**src/rtl/mem_preloader_pkg.sv**
```systemverilog
// Shared encodings and width defaults for the boot-time memory preloader.
package mem_preloader_pkg;

    localparam int unsigned ADDR_WIDTH = 16;
    localparam int unsigned REG_WIDTH  = 8;

    typedef enum logic [1:0] {
        PRELOAD_FILL   = 2'd0,
        PRELOAD_LOAD   = 2'd1,
        PRELOAD_VERIFY = 2'd2,
        PRELOAD_BOOT   = 2'd3
    } preload_mode_e;

    typedef enum logic [2:0] {
        ST_IDLE  = 3'd0,
        ST_FILL  = 3'd1,
        ST_LOAD  = 3'd2,
        ST_VRD   = 3'd3,
        ST_VWAIT = 3'd4,
        ST_VCMP  = 3'd5,
        ST_BOOT  = 3'd6,
        ST_RUN   = 3'd7
    } preload_state_e;

endpackage

```
**src/rtl/mem_preloader_addr_gen.sv**
```systemverilog
// Loadable base/count address generator with modulo wrap; shared by FILL, LOAD and VERIFY.
module preload_addr_gen #(
    parameter int unsigned ADDR_WIDTH = mem_preloader_pkg::ADDR_WIDTH
) (
    input  logic                  clk,
    input  logic                  reset_n,
    input  logic                  load,
    input  logic                  step,
    input  logic [ADDR_WIDTH-1:0] load_addr,
    input  logic [ADDR_WIDTH-1:0] load_cnt,
    output logic [ADDR_WIDTH-1:0] addr,
    output logic                  done_c,
    output logic                  last_c
);

    logic [ADDR_WIDTH-1:0] cnt_q;

    // addr is the next word to touch, cnt_q the words still outstanding
    always_ff @(posedge clk or negedge reset_n) begin
        if (!reset_n) begin
            addr  <= '0;
            cnt_q <= '0;
        end else if (load) begin
            addr  <= load_addr;
            cnt_q <= load_cnt;
        end else if (step) begin
            addr  <= addr + ADDR_WIDTH'(1);
            cnt_q <= cnt_q - ADDR_WIDTH'(1);
        end
    end

    assign done_c = (cnt_q == '0);
    assign last_c = (cnt_q == ADDR_WIDTH'(1));

endmodule

```
**src/rtl/mem_preloader.sv**
```systemverilog
// Boot-time memory loader: runs fill/load/verify commands on the shared memory, then releases the core.
module mem_preloader #(
    parameter int unsigned ADDR_WIDTH  = mem_preloader_pkg::ADDR_WIDTH,
    parameter int unsigned DATA_WIDTH  = mem_preloader_pkg::REG_WIDTH,
    parameter int unsigned RD_LAT      = 1,
    parameter int unsigned TRIG_CYCLES = 1
) (
    input  logic                  clk,
    input  logic                  reset_n,
    input  logic                  cmd_valid,
    output logic                  cmd_ready,
    input  logic [1:0]            cmd_mode,
    input  logic [ADDR_WIDTH-1:0] cmd_base,
    input  logic [ADDR_WIDTH-1:0] cmd_len,
    input  logic [DATA_WIDTH-1:0] cmd_fill,
    input  logic                  s_valid,
    output logic                  s_ready,
    input  logic [DATA_WIDTH-1:0] s_data,
    output logic [ADDR_WIDTH-1:0] mem_addr,
    output logic                  mem_we,
    output logic [DATA_WIDTH-1:0] mem_wdata,
    input  logic [DATA_WIDTH-1:0] mem_rdata,
    output logic                  mem_own,
    output logic                  core_reset_n,
    output logic                  trigger,
    output logic                  busy,
    output logic                  err,
    output logic [ADDR_WIDTH-1:0] err_addr
);

    import mem_preloader_pkg::*;

    localparam int unsigned WAIT_W = 2;
    localparam int unsigned TRIG_W = 4;

    preload_state_e        state_q, state_d;
    logic [DATA_WIDTH-1:0] fill_q, fill_d;
    logic [WAIT_W-1:0]     wait_q, wait_d;
    logic [TRIG_W-1:0]     trig_q, trig_d;

    logic [ADDR_WIDTH-1:0] mem_addr_d;
    logic                  mem_we_d;
    logic [DATA_WIDTH-1:0] mem_wdata_d;
    logic                  mem_own_d;
    logic                  core_reset_n_d;
    logic                  trigger_d;
    logic                  err_d;
    logic [ADDR_WIDTH-1:0] err_addr_d;

    logic                  gen_load;
    logic                  gen_step;
    logic [ADDR_WIDTH-1:0] gen_load_addr;
    logic [ADDR_WIDTH-1:0] gen_load_cnt;
    logic [ADDR_WIDTH-1:0] gen_addr;
    logic                  gen_done;
    logic                  gen_last;

    preload_addr_gen #(
        .ADDR_WIDTH (ADDR_WIDTH)
    ) u_addr_gen (
        .clk       (clk),
        .reset_n   (reset_n),
        .load      (gen_load),
        .step      (gen_step),
        .load_addr (gen_load_addr),
        .load_cnt  (gen_load_cnt),
        .addr      (gen_addr),
        .done_c    (gen_done),
        .last_c    (gen_last)
    );

    assign cmd_ready = (state_q == ST_IDLE);
    assign s_ready   = ((state_q == ST_LOAD) && !gen_done) || (state_q == ST_VCMP);
    assign busy      = (state_q != ST_IDLE) && (state_q != ST_RUN);

    always_comb begin
        state_d        = state_q;
        fill_d         = fill_q;
        wait_d         = wait_q;
        trig_d         = trig_q;
        mem_addr_d     = mem_addr;
        mem_we_d       = 1'b0;
        mem_wdata_d    = mem_wdata;
        mem_own_d      = mem_own;
        core_reset_n_d = core_reset_n;
        trigger_d      = 1'b0;
        err_d          = err;
        err_addr_d     = err_addr;
        gen_load       = 1'b0;
        gen_step       = 1'b0;
        gen_load_addr  = cmd_base;
        gen_load_cnt   = cmd_len;

        case (state_q)
            ST_IDLE: begin
                if (cmd_valid) begin
                    fill_d = cmd_fill;
                    case (preload_mode_e'(cmd_mode))
                        PRELOAD_FILL: begin
                            state_d  = ST_FILL;
                            gen_load = 1'b1;
                            // First word goes out on the accept edge so writes are back to back
                            if (cmd_len != '0) begin
                                mem_addr_d    = cmd_base;
                                mem_we_d      = 1'b1;
                                mem_wdata_d   = cmd_fill;
                                gen_load_addr = cmd_base + ADDR_WIDTH'(1);
                                gen_load_cnt  = cmd_len - ADDR_WIDTH'(1);
                            end
                        end
                        PRELOAD_LOAD: begin
                            state_d  = ST_LOAD;
                            gen_load = 1'b1;
                        end
                        PRELOAD_VERIFY: begin
                            state_d  = ST_VRD;
                            gen_load = 1'b1;
                        end
                        default: begin
                            state_d = ST_BOOT;
                            if (!err) begin
                                mem_own_d      = 1'b0;
                                core_reset_n_d = 1'b1;
                                trigger_d      = 1'b1;
                                trig_d         = TRIG_W'(TRIG_CYCLES - 1);
                            end
                        end
                    endcase
                end
            end
            ST_FILL: begin
                if (gen_done) begin
                    state_d = ST_IDLE;
                end else begin
                    mem_addr_d  = gen_addr;
                    mem_we_d    = 1'b1;
                    mem_wdata_d = fill_q;
                    gen_step    = 1'b1;
                end
            end
            ST_LOAD: begin
                if (gen_done) begin
                    state_d = ST_IDLE;
                end else if (s_valid) begin
                    mem_addr_d  = gen_addr;
                    mem_we_d    = 1'b1;
                    mem_wdata_d = s_data;
                    gen_step    = 1'b1;
                    if (gen_last) begin
                        state_d = ST_IDLE;
                    end
                end
            end
            ST_VRD: begin
                if (gen_done) begin
                    state_d = ST_IDLE;
                end else begin
                    mem_addr_d = gen_addr;
                    wait_d     = WAIT_W'(RD_LAT - 1);
                    state_d    = ST_VWAIT;
                end
            end
            ST_VWAIT: begin
                if (wait_q == '0) begin
                    state_d = ST_VCMP;
                end else begin
                    wait_d = wait_q - WAIT_W'(1);
                end
            end
            ST_VCMP: begin
                // mem_addr is held since VRD, so mem_rdata stays valid while waiting on the stream
                if (s_valid) begin
                    if (s_data != mem_rdata) begin
                        if (!err) begin
                            err_d      = 1'b1;
                            err_addr_d = gen_addr;
                        end
                        state_d = ST_IDLE;
                    end else begin
                        gen_step = 1'b1;
                        state_d  = gen_last ? ST_IDLE : ST_VRD;
                    end
                end
            end
            ST_BOOT: begin
                if (err) begin
                    state_d = ST_IDLE;
                end else if (trig_q == '0) begin
                    state_d = ST_RUN;
                end else begin
                    trig_d    = trig_q - TRIG_W'(1);
                    trigger_d = 1'b1;
                end
            end
            ST_RUN: begin
                state_d = ST_RUN;
            end
            default: begin
                state_d = ST_IDLE;
            end
        endcase
    end

    always_ff @(posedge clk or negedge reset_n) begin
        if (!reset_n) begin
            state_q      <= ST_IDLE;
            fill_q       <= '0;
            wait_q       <= '0;
            trig_q       <= '0;
            mem_addr     <= '0;
            mem_we       <= 1'b0;
            mem_wdata    <= '0;
            mem_own      <= 1'b1;
            core_reset_n <= 1'b0;
            trigger      <= 1'b0;
            err          <= 1'b0;
            err_addr     <= '0;
        end else begin
            state_q      <= state_d;
            fill_q       <= fill_d;
            wait_q       <= wait_d;
            trig_q       <= trig_d;
            mem_addr     <= mem_addr_d;
            mem_we       <= mem_we_d;
            mem_wdata    <= mem_wdata_d;
            mem_own      <= mem_own_d;
            core_reset_n <= core_reset_n_d;
            trigger      <= trigger_d;
            err          <= err_d;
            err_addr     <= err_addr_d;
        end
    end

endmodule

```
**config.mk**
```make
export PLATFORM = sky130hd
export DESIGN_NAME = mem_preloader
export DESIGN_NICKNAME = d
export VERILOG_FILES = /design/src/rtl/mem_preloader_pkg.sv /design/src/rtl/mem_preloader_addr_gen.sv /design/src/rtl/mem_preloader.sv
export SDC_FILE = /design/constraint.sdc
export NUM_CORES = 1
export LEC_CHECK = 0
export CAP_MARGIN = 40
export CORE_ASPECT_RATIO = 0.8
export CORE_MARGIN = 4
export CORE_UTILIZATION = 35
export DETAILED_ROUTE_END_ITERATION = 10
export GPL_TIMING_DRIVEN = 0
export SLEW_MARGIN = 10
export SYNTH_ARGS = -nofsm -noshare
export SYNTH_HDL_FRONTEND = slang
export SYNTH_SLANG_ARGS = --single-unit
```
**constraint.sdc**
```tcl
create_clock -name clk -period 2.75 [get_ports clk]
set_input_delay 0.4125 -clock clk [delete_from_list [all_inputs] [get_ports clk]]
set_output_delay 0.4125 -clock clk [all_outputs]
set_load 0.02 [all_outputs]
```
Yosys cells after proc, flatten, opt, wreduce, memory -nomap -nowiden:

Index checks and enable logic that the tools add are counted.

* flip-flop bits (word level): 94
* input bits: 62
* logic and storage cells: 148
* output and inout bits: 48

* muxes and demuxes: 68
* bitwise operators: 2
* reduce and logical (&&, ||, !) cells: 27
* add/sub/neg operators: 6
* equal/unequal tests: 31

Operators by type and width (number)
* 16-bit 2-to-1 mux: 18
* 8-bit 2-to-1 mux: 6
* 16-bit one-hot mux with 3 select lines: 1
* 16-bit by 1-bit adder with 16-bit output (second input constant): 2
* 16-bit by 1-bit subtractor with 16-bit output (second input constant): 2
* 3-bit 2-to-1 mux: 10
* 2-bit != test (second input constant): 14
* 3-bit one-hot mux with 8 select lines: 1
* 8-bit one-hot mux with 3 select lines: 1
* 7-bit AND reduction: 3
* 4-bit 2-to-1 mux: 5
* 16-bit by 1-bit == test with 1-bit output (second input constant): 1
* 16-bit logical NOT: 1
* 1-bit 2-to-1 mux: 16
* 16-bit nonzero test: 1
* 3-bit == test (second input constant): 4
* 3-bit != test (second input constant): 4
* 3-bit one-hot mux with 3 select lines: 1
* 3-bit nonzero test: 3
* 2-bit 2-to-1 mux: 4
* 8-bit != test: 1
* 4-bit one-hot mux with 2 select lines: 1
* 4-bit AND reduction: 2
* 3-bit by 2-bit == test with 1-bit output (second input constant): 2
* other kinds (22): 30

Longest topological paths before layout:

* depth in word-level cells: 6
* mapped depth: 10
* mapped depth without buffers: 8

Modules after synthesis:

A second synthesis with hierarchy kept.

* cells, all modules: 623
* area, all modules: 5963.2 um^2

Modules (own cells, without submodules)
* mem_preloader: times used 1, cells an instance 426, area each 4098.9 um^2, sequential area each 1552.7 um^2
* preload_addr_gen: times used 1, cells an instance 197, area each 1864.3 um^2, sequential area each 800.8 um^2

Least setup slack after synthesis:

Ideal clock, no wire load.

* kind: flip-flop to flip-flop
* start point: register u_addr_gen.cnt_q[6]
* end point: register u_addr_gen.addr[12]
* required time: 2.605 ns
* slack: 0.187 ns
* arrival time: 2.418 ns
* clock period less this slack: 2.563 ns
* cell stages (with the launch flop): 10
* library setup time: 0.145 ns
* cells stage by stage: dfrtp_1 or4_1 buf_2 or4_1 clkbuf_2 and2_4 buf_6 o2111ai_1 xor2_1 mux2i_1

* word-level cells in the longest chain between the ends: 4

Ends and longest elaborated chain
* start, declared: line mem_preloader_addr_gen.sv:16 `logic [ADDR_WIDTH-1:0] cnt_q;`
* start signal, assigned: line mem_preloader_addr_gen.sv:25 `cnt_q <= load_cnt;`
* start signal, assigned: line mem_preloader_addr_gen.sv:28 `cnt_q <= cnt_q - ADDR_WIDTH'(1);`
* 16-bit logical NOT (*): line mem_preloader_addr_gen.sv:32 `assign done_c = (cnt_q == '0);`
* 1-bit 2-to-1 mux, on equally long branches: line mem_preloader.sv:142, mem_preloader.sv:132
* 1-bit one-hot mux with 3 select lines (*): line mem_preloader.sv:94 `case (state_q)`
* 2-bit nonzero test (no line) (*)
* end signal, assigned: line mem_preloader_addr_gen.sv:24 `addr <= load_addr;`
* end signal, assigned: line mem_preloader_addr_gen.sv:27 `addr <= addr + ADDR_WIDTH'(1);`
* end, declared: line mem_preloader_addr_gen.sv:11 `output logic [ADDR_WIDTH-1:0] addr,`

Every way passes the cells marked *; elsewhere a longest branch is shown, timed or not.
A chain may end at the register's enable or synchronous reset.

Final worst setup path:

* start point: register u_addr_gen.cnt_q[4]
* end point: output s_ready

* word-level cells in the longest chain between the ends: 4

Ends and longest elaborated chain
* 16-bit logical NOT: line mem_preloader_addr_gen.sv:32
* 1-bit logical NOT: line mem_preloader.sv:73 `assign s_ready = ((state_q == ST_LOAD) && !gen_done) || (state_q == ST_VCMP);`
* 1-bit logical AND: line mem_preloader.sv:73
* 1-bit logical OR: line mem_preloader.sv:73
* end, declared: line mem_preloader.sv:17 `output logic s_ready,`

Every way passes these cells.

==> impl_metrics.json <==
{
  "status": "finished, violations left",
  "violations": "negative setup slack",
  "worstPathRequired_ps": 2340,
  "powerDensity_mw_per_mm2": 1050,
  "p_leak_nw": 2.98,
  "fp.dieW_um": 150,
  "synth_area_sq_mm": 0.00567,
  "crit_family": "simple AND/OR/NAND/NOR gates",
  "core_sq_mm": 0.0159,
  "synth_compound_area_share_pct": 14.7,
  "first_iter_violations": 311,
  "drc_errors": 0,
  "crit_chain": "or4_1 > buf_6 > or4_4 > buf_8 > nand2_1 > o21ai_1 > buf_2",
  "synth.mux.area_fraction_pct": 11.1,
  "clk_latency_ps": 360,
  "grt_max_degree": 52,
  "fmax_mhz": 357,
  "layout-drive-gt1-share_pct": 13.7,
  "antenna_found_initial": 0,
  "finalHoldViolations": 0,
  "clockBufferDepth": 2,
  "slowest_stage": "or4_4",
  "synth-adder-area-share_pct": 2.21,
  "synth-simple-area-share_pct": 17.3,
  "io_buffers": 108,
  "wl_per_cell_um": 17.7,
  "r2r.worst_path.cells": 9,
  "hp-class": "in -> async",
  "cts_buffers": 9,
  "dp.cells": 920,
  "async_reset_ff_share_pct": 100,
  "grt-ovfl-total": 0,
  "fin_ws_ps": -51.3,
  "num_rows": 41,
  "ys.flop_type": "dfrtp_1",
  "crit_start": "u_addr_gen.cnt_q[4]",
  "cts_tree": "done",
  "fin_util_pct": 47.8,
  "drv_cap": 0,
  "die_area_sq_mm": 0.0183,
  "r2r-end": "u_addr_gen.cnt_q[13]",
  "critPathLaunchType": "flop",
  "clk_pin_slew_ps": 70,
  "grt_pass1_wl_mm": 26.8,
  "whs_ps": 90.9,
  "path_class": "reg -> out",
  "min_period_ps": 2800,
  "ys_types": 64,
  "synth_area_per_cell_sq_um": 9.55,
  "timing.final.crit_share_pct": 102,
  "ys_ff_latch": 94,
  "drtAntennaViolNets": 0,
  "crit_buf_inv": 3,
  "mostFrequentLayoutCell": "clkdlybuf4s50_1",
  "clockRootBuffer": "clkbuf_16",
  "stdcell_count": 945,
  "pin_count": 110,
  "cts_htree_levels": 3,
  "dpl.hpwl_mm": 12.4,
  "postCtsHoldBufs": 0,
  "grt.total_usage_pct": 18.5,
  "antenna_cells": 0,
  "max_stage_delay_ps": 530,
  "layout_common_cells": "106 x clkdlybuf4s50_1, 92 x dfrtp_1, 48 x nor2_1",
  "maxSlewHeadroom_pct": 54.8,
  "nets": 797,
  "grt_pass1_vias": 4995,
  "synth_nets": 666,
  "fp.dieH_um": 122,
  "yosysWarnings": 0,
  "ir_drop_mv": 0.378,
  "skew_ps": 10.1,
  "drt_wl_total_mm": 16.7,
  "yosysSeqAreaShare_pct": 41.5,
  "slew_violations": 0,
  "routed-via-count": 5071,
  "viasPerCell": 5.37,
  "start_util_pct": 35.8,
  "r2r_slack_ps": 60,
  "rsz0062_at_grt": "yes",
  "synth_top_family_by_area": "simple AND/OR/NAND/NOR gates",
  "tightestPinTransition_ps": 677,
  "synth_xor_area_share_pct": 9.89,
  "dr.pass1.iters": 5,
  "worstSetupEndpointType": "output pin",
  "synth_edf_count": 0,
  "place_congestion": 0.879,
  "netlist_instances": 594,
  "area_growth_pct": 33.5,
  "finalSetupViolations": 1,
  "r2r-start": "u_addr_gen.cnt_q[4]",
  "worstPathArrival_ps": 2390,
  "worst-path-max-fanout": 7,
  "cts_num_sinks": 94,
  "fin_setup_tns_ps": -51.3
}
where the power goes:
part	switching [W]	total, W	leakage [nW]	internal [W]
Sequential	0.000548	0.00260	1.13	0.00205
Combinational	0.00217	0.00401	1.71	0.00184
Clock	0.000592	0.00131	0.143	0.000717
Total	0.00331	0.00792	2.98	0.00461
area by class of cell:
class / instances / area, sq um
timing repair buffer: 121 / 1200
clock buffer: 9 / 225
tap: 215 / 269
clock inverter: 7 / 80.1
multi-input combinational: 455 / 3220
fill: 1457 / 8280
buffer: 30 / 164
sequential: 94 / 2350
inverter: 14 / 52.6
registers in the layout (all words and copies together) (netlist names):
name and flops:
mem_we 1, mem_own 1, state_q 3, err_addr 16, trig_q 4, mem_wdata 8, trigger 1, u_addr_gen.addr 16
err 1, mem_addr 16, u_addr_gen.cnt_q 16, core_reset_n 1, fill_q 8, wait_q 2
logic make-up after synthesis:
group / count (synthesis)
muxes: 60
and+or+nand+nor: 192
AOI/OAI and AO/OA: 129
xor gates and xnor gates: 64
buffers and inverters: 45
DFF: 94
adders and majority gates: 10
metrics by stage:
stage / worst slack [ps] / instance area (sq um) / total power [W]
after floorplan: 187 / 5670 / 0.00493
after global placement: -2420 / 7020 / 0.00635
after detailed placement: -683 / 7060 / 0.00647
after CTS: -153 / 7420 / 0.00783
after global routing: -152 / 7570 / 0.00849
final: -51.3 / 7570 / 0.00792
cells in the mapped netlist, types with 9 or more instances:
cell / number / area share (%)
a21oi_1: 44 / 3.9
nor2_1: 48 / 3.2
nor4_1: 9 / 0.99
inv_1: 14 / 0.93
nor3_1: 12 / 1.1
xor2_1: 23 / 3.6
mux2_2: 25 / 5.0
clkbuf_1: 22 / 1.5
a22o_1: 11 / 1.7
ha_1: 10 / 2.2
nand2_1: 47 / 3.1
a211oi_1: 10 / 1.3
dfrtp_1: 93 / 41
mux2i_1: 35 / 6.2
o21ai_0: 24 / 2.1
nand3_1: 17 / 1.5
xnor2_1: 41 / 6.3
metal layers:
layer | GRT usage (%) | wire [um] | share of wire [%] | vias to the layer above
met1 | 27.2 | 8020 | 48 | 2490
met4 | 3.60 | 154 | 0.92 | 0
met3 | 3.94 | 1050 | 6.3 | 14
met5 | 0 | 0 | 0 | -
li1 | - | - | - | 2408
met2 | 28.1 | 7470 | 45 | 159
how the worst max path moves through the flow:
stage                                      to  slack, ps  cells past startpoint
final                                 s_ready        -50                      7
after global routing                  s_ready       -150                      7
after CTS                             s_ready       -150                      7
after detailed placement  u_addr_gen.cnt_q[3]       -680                      7
after global placement           mem_wdata[3]      -2420                      1
after floorplan           u_addr_gen.addr[12]        190                      9
worst register-to-register path, delay by kind of cell, from the launching register on:
kind	cells	cell delay [ps]
compound gates	2	290
xor+xnor	1	170
buf+inv	3	460
flops	1	430
simple gates	3	1220
what timing repair did:
action,in CTS,in global routing
endpoints found under the setup margin,47,55
buffers inserted,1,9
pin swaps,1,5
gates resized for setup,21,36
No activity file was read; power rests on OpenSTA's default activity.
